[src/rtl/fetch_unit.sv]
// Instruction fetch front end: issues word fetches, pairs in-order responses with
// their PCs, buffers them and hands {inst, pc} to decode. Redirects flush and drop stale data.
module fetch_unit #(
  parameter int unsigned DEPTH    = 2,
  parameter logic [31:0] RESET_PC = 32'h0000_0000
) (
  input  logic        clk,
  input  logic        reset,
  output logic        imem_req_valid,
  input  logic        imem_req_ready,
  output logic [31:0] imem_req_addr,
  input  logic        imem_resp_valid,
  input  logic [31:0] imem_resp_data,
  input  logic        redirect_valid,
  input  logic [31:0] redirect_pc,
  output logic        inst_valid,
  input  logic        inst_ready,
  output logic [31:0] inst,
  output logic [31:0] inst_pc
);

  localparam int unsigned PW = $clog2(DEPTH);
  localparam int unsigned CW = PW + 1;

  logic [31:0]   r_fetch_pc;
  logic [31:0]   r_fifo_pc   [DEPTH];
  logic [31:0]   r_fifo_word [DEPTH];
  logic [PW-1:0] r_rd_ptr;
  logic [PW-1:0] r_wr_ptr;
  logic [CW-1:0] r_count;
  logic [CW-1:0] r_inflight;
  logic [CW-1:0] r_drop;
  logic [31:0]   r_tag_pc    [DEPTH];
  logic [PW-1:0] r_tag_rd;
  logic [PW-1:0] r_tag_wr;

  logic          w_pop;
  logic [CW:0]   w_occupancy;
  logic          w_req_fire;
  logic          w_resp;
  logic          w_push;
  logic          w_unused;

  // Low redirect bits are architecturally ignored.
  assign w_unused = ^redirect_pc[1:0];

  assign inst_valid     = !reset && (r_count != '0) && !redirect_valid;
  assign w_pop          = inst_valid && inst_ready;
  // Credits count this cycle's pop so a full buffer streams at one word per cycle.
  assign w_occupancy    = {1'b0, r_inflight} + {1'b0, r_count} - (CW+1)'(w_pop);
  assign imem_req_valid = !reset && !redirect_valid && (w_occupancy < (CW+1)'(DEPTH));
  assign imem_req_addr  = r_fetch_pc;
  assign w_req_fire     = imem_req_valid && imem_req_ready;
  assign w_resp         = imem_resp_valid && (r_inflight != '0);
  assign w_push         = w_resp && (r_drop == '0) && !redirect_valid;

  assign inst    = r_fifo_word[r_rd_ptr];
  assign inst_pc = r_fifo_pc[r_rd_ptr];

  // Control state: PC, pointers, counters.
  always_ff @(posedge clk) begin
    if (reset) begin
      r_fetch_pc <= RESET_PC;
      r_rd_ptr   <= '0;
      r_wr_ptr   <= '0;
      r_count    <= '0;
      r_inflight <= '0;
      r_drop     <= '0;
      r_tag_rd   <= '0;
      r_tag_wr   <= '0;
    end else begin
      r_inflight <= r_inflight + CW'(w_req_fire) - CW'(w_resp);
      if (w_req_fire) r_tag_wr <= r_tag_wr + PW'(1);
      if (w_resp)     r_tag_rd <= r_tag_rd + PW'(1);
      if (redirect_valid) begin
        r_fetch_pc <= {redirect_pc[31:2], 2'b00};
        r_rd_ptr   <= '0;
        r_wr_ptr   <= '0;
        r_count    <= '0;
        r_drop     <= r_inflight - CW'(w_resp);
      end else begin
        if (w_req_fire) r_fetch_pc <= r_fetch_pc + 32'd4;
        if (w_push)     r_wr_ptr   <= r_wr_ptr + PW'(1);
        if (w_pop)      r_rd_ptr   <= r_rd_ptr + PW'(1);
        r_count <= r_count + CW'(w_push) - CW'(w_pop);
        if (w_resp && (r_drop != '0)) r_drop <= r_drop - CW'(1);
      end
    end
  end

  // Storage arrays need no reset; validity is tracked by the counters above.
  always_ff @(posedge clk) begin
    if (w_req_fire) r_tag_pc[r_tag_wr] <= r_fetch_pc;
    if (w_push) begin
      r_fifo_pc[r_wr_ptr]   <= r_tag_pc[r_tag_rd];
      r_fifo_word[r_wr_ptr] <= imem_resp_data;
    end
  end

endmodule

[config.mk]
export PLATFORM = sky130hd
export DESIGN_NAME = fetch_unit
export DESIGN_NICKNAME = d
export VERILOG_FILES = /design/src/rtl/fetch_unit.sv
export SDC_FILE = /design/constraint.sdc
export NUM_CORES = 1
export LEC_CHECK = 0
export BUFFER_PORTS_ARGS = -buffer_cell sky130_fd_sc_hd__buf_2
export CAP_MARGIN = 20
export CORE_ASPECT_RATIO = 0.9
export CORE_UTILIZATION = 55
export DETAILED_ROUTE_END_ITERATION = 7
export GPL_TIMING_DRIVEN = 0
export PLACE_DENSITY = 0.79
export SLEW_MARGIN = 20
export SYNTH_ARGS = -nofsm -noshare
export SYNTH_HDL_FRONTEND = slang
export SYNTH_SLANG_ARGS = --single-unit
[constraint.sdc]
create_clock -name clk -period 8.56 [get_ports clk]
set_input_delay 0.856 -clock clk [delete_from_list [all_inputs] [get_ports clk]]
set_output_delay 0.856 -clock clk [all_outputs]
set_load 0.05 [all_outputs]
==> out/qor.yml <==
logic_synthesis:
  yosysTopAreaCellShare_pct: 60.69
  synth.avg_cell_area_um2: 15.40
  synth_cells: 591
  synth-seq-cells: 226
  ys_seq_area_share_pct: 69.93
  synthFlopType: "edfxtp_1"
  ys_async_sr_fraction_pct: 0
  mappedNetlistArea_um2: 9104
  synth_top_cell_by_area: "edfxtp_1"
  synth_commonest_cells: "184 x edfxtp_1, 95 x mux2_2, 42 x dfxtp_1"
  ys_types: 49
  synth_enable_flop_cells: 184
  synth.most_common_cell: "edfxtp_1"
  synthTopCellsByArea: "edfxtp_1 61%, mux2_2 12%, dfxtp_1 9.2%, xor2_1 1.3%, ha_1 1.2%"
  yosysWarnings: 0
power_and_ir_drop:
  combinationalPowerShare_pct: 14.9
  total_leakage_power_nw: 4.084
  switching_share_pct: 26.66
  internal_power_mw: 1.897
  p_per_area_nw_per_um2: 236.0
  irDropWorstVdd_uv: 185.1
  p_seq_share_pct: 50.2
  power.switching_mw: 0.6896
  power_frac_clock_pct: 34.9
timing:
  fin_crit_ps: 4700
  relSlewSlack_pct: 44.42
  max_freq_mhz: 212.8
  finalHoldViolCount: 0
  final_max_slew_viol_count: 0
  fin_skew_ps: 9.040
  setup_viol: 0
  worst_pin_slew_ps: 831.8
  period_share_pct: 54.91
  setup_tns_ps: 0
  rsz0062_at_grt: "false"
die:
  ios: 168
  core_um2: 16130
  die_w_um: 137.6
  rows: 44
  dieHeight_um: 124.1
  start_util_pct: 56.44
  die_area_um2: 17070
critical_path:
  cp.arrival_ps: 5080
  startpoint_type: "input port"
  cp_common_cell: "ha_1"
  critical_path.top_delay_family: "adder cells"
  worst-path-buf-inv: 7
  rr_worst_depth: 17
  regToRegSetupSlack_ps: 4660
  crit_path_end_kind: "flop"
  cp_max_fo: 10
  worst_path_max_delay_cell: "nor2_1"
  required_ps: 8940
  path_cells: "buf_2, clkbuf_1, nor2_1, o21a_1, and2_1, ha_1, nand2b_1, fa_1, xor2_1, and2_1, buf_4, inv_2, buf_6, buf_2, ha_1, inv_1, ha_1, xnor2_1, xnor2_1, nor2_1"
  max_stage_delay_ps: 400
  rr_endpoint: "r_inflight[1]$_SDFF_PP0_"
  critPathKind: "in -> reg"
  rr_startpoint: "r_count[0]$_SDFF_PP0_"
route:
  vias_per_cell: 5.667
  route.detailed.drc: 0
  postRouteAntennaNets: 0
  drt_iter0_markers: 532
  drt_wl_total_mm: 19.64
  drt_first_pass_iters: 6
  num_vias: 5707
  route.detailed.wl_per_inst_um: 19.51
clock_tree:
  clk_pin_slew_ps: 60
  cts_buffer_depth: 3
  cts_tree: "done"
  h-tree-depth: 1
  clock_sinks: 226
  cts-root-buf: "clkbuf_16"
  cts_hold_buffers: 0
  ctsResizeCount: 0
  cts_setup_buffers: 0
  cts_buffers: 23
  clock_latency_ps: 510
layout:
  fill_cells: 1131
  num-nets-final: 863
  drive_above_1_share_pct: 38.75
  design_area_um2: 10960
  antenna_cells: 0
  area_growth_pct: 20.41
global_routing:
  antenna_found_initial: 0
  grt_pass1_wl_mm: 29.57
  grtUsageTotal_pct: 23.23
  grt_pass1_vias: 5637
  grt_max_degree: 37
  overflow: 0
min_path:
  hold_path_end: "r_fifo_word[0][0]$_DFFE_PP_"
  hold-path-cell-count: 1
  hold_path.class: "in -> reg"
  worstHoldStart: "imem_resp_data[0]"
place:
  postPlaceCellArea_um2: 10290
  dp_hpwl_mm: 13.30
  finalWeightedCongestion: 0.8424
  io_buffers: 160
job:
  maxCapViolations: 0
status:
  status: "finished clean"
how the worst max path moves through the flow:
stage                               from                        end  slack (ps)  cells after the start
after floorplan           redirect_valid  r_tag_pc[0][10]$_DFFE_PP_        3270                     14
after global placement    redirect_valid  r_tag_pc[0][24]$_DFFE_PP_        2150                     15
after detailed placement  redirect_valid   r_inflight[1]$_SDFF_PP0_        3450                     20
after CTS                 redirect_valid   r_inflight[1]$_SDFF_PP0_        3980                     20
after global routing      redirect_valid   r_inflight[1]$_SDFF_PP0_        3760                     20
final                     redirect_valid   r_inflight[1]$_SDFF_PP0_        3860                     20
cells by family (layout without fill, tap and decap cells):
logic type | count (synthesis) | count (layout) | synth area share [%]
mux | 98 | 98 | 12.08
simple gates | 120 | 120 | 7.215
flops | 226 | 226 | 69.93
buf+inv | 48 | 254 | 2.336
other cells | 1 | 4 | 0.04119
xor+xnor | 23 | 23 | 2.213
fa+ha+maj | 10 | 10 | 1.457
compound gates | 65 | 65 | 4.728
registers in the layout, summed over array words and instances, names as in the netlist, named ones only:
name	flops
r_inflight	2
r_drop	2
r_tag_pc	60
r_count	2
r_fifo_word	64
r_fifo_pc	60
r_tag_rd	1
r_rd_ptr	1
imem_req_addr	30
r_tag_wr	1
r_wr_ptr	1
through the flow:
| stage | total power [mW] | hold WS [ps] | cells | setup slack, ps | utilization [%] |
|---|---|---|---|---|---|
| final | 2.587 | 535.3 | 1007 | 3860 | 67.96 |
| after global routing | 2.680 | 519.8 | 1007 | 3759 | 67.96 |
| after CTS | 2.602 | 515.5 | 1007 | 3980 | 67.96 |
| after detailed placement | 1.706 | 526.5 | 965 | 3453 | 63.78 |
| after global placement | 1.682 | 493.2 | 961 | 2146 | 63.08 |
| after floorplan | 1.590 | 472.5 | 594 | 3274 | - |
final cells by class:
type | instances | area [um2] | area share, %
Sequential cell | 226 | 6366 | 58.08
Multi-Input combinational cell | 320 | 2555 | 23.31
Timing Repair Buffer | 164 | 895.9 | 8.173
Clock buffer | 31 | 605.6 | 5.524
Tap cell | 207 | 259.0 | 2.363
Buffer | 32 | 152.6 | 1.393
Clock inverter | 11 | 67.56 | 0.6164
Inverter | 16 | 60.06 | 0.5479
cell usage in the layout (no fill, tap or decap), types with 9 or more instances in the layout:
cell type  instances
ha_1               9
nor2_1            26
clkbuf_16         23
buf_2            165
a21oi_1           15
xnor2_1           10
nand3_1           11
inv_1             15
clkbuf_1          27
xor2_1            13
mux2_2            95
dfxtp_1           42
nor3_1            12
nand2_1           18
nand4_1           15
edfxtp_1         184
power by group through the flow:
stage | logic [mW] | clock network (mW) | registers, mW
floorplan | 0.243 | 0 | 1.35
global placement | 0.360 | 0 | 1.32
detailed placement | 0.383 | 0 | 1.32
CTS | 0.386 | 0.917 | 1.30
global route | 0.412 | 0.963 | 1.30
finish | 0.384 | 0.903 | 1.30
layer usage:
metal | global-route usage, % | share of wire, % | wire (um)
met5 | 0 | 0 | 0
met4 | 9.615 | 2.7 | 531
met3 | 4.518 | 9.6 | 1887
met2 | 38.79 | 48 | 9488
met1 | 29.78 | 39 | 7737
(Power assumes the default switching activity.)
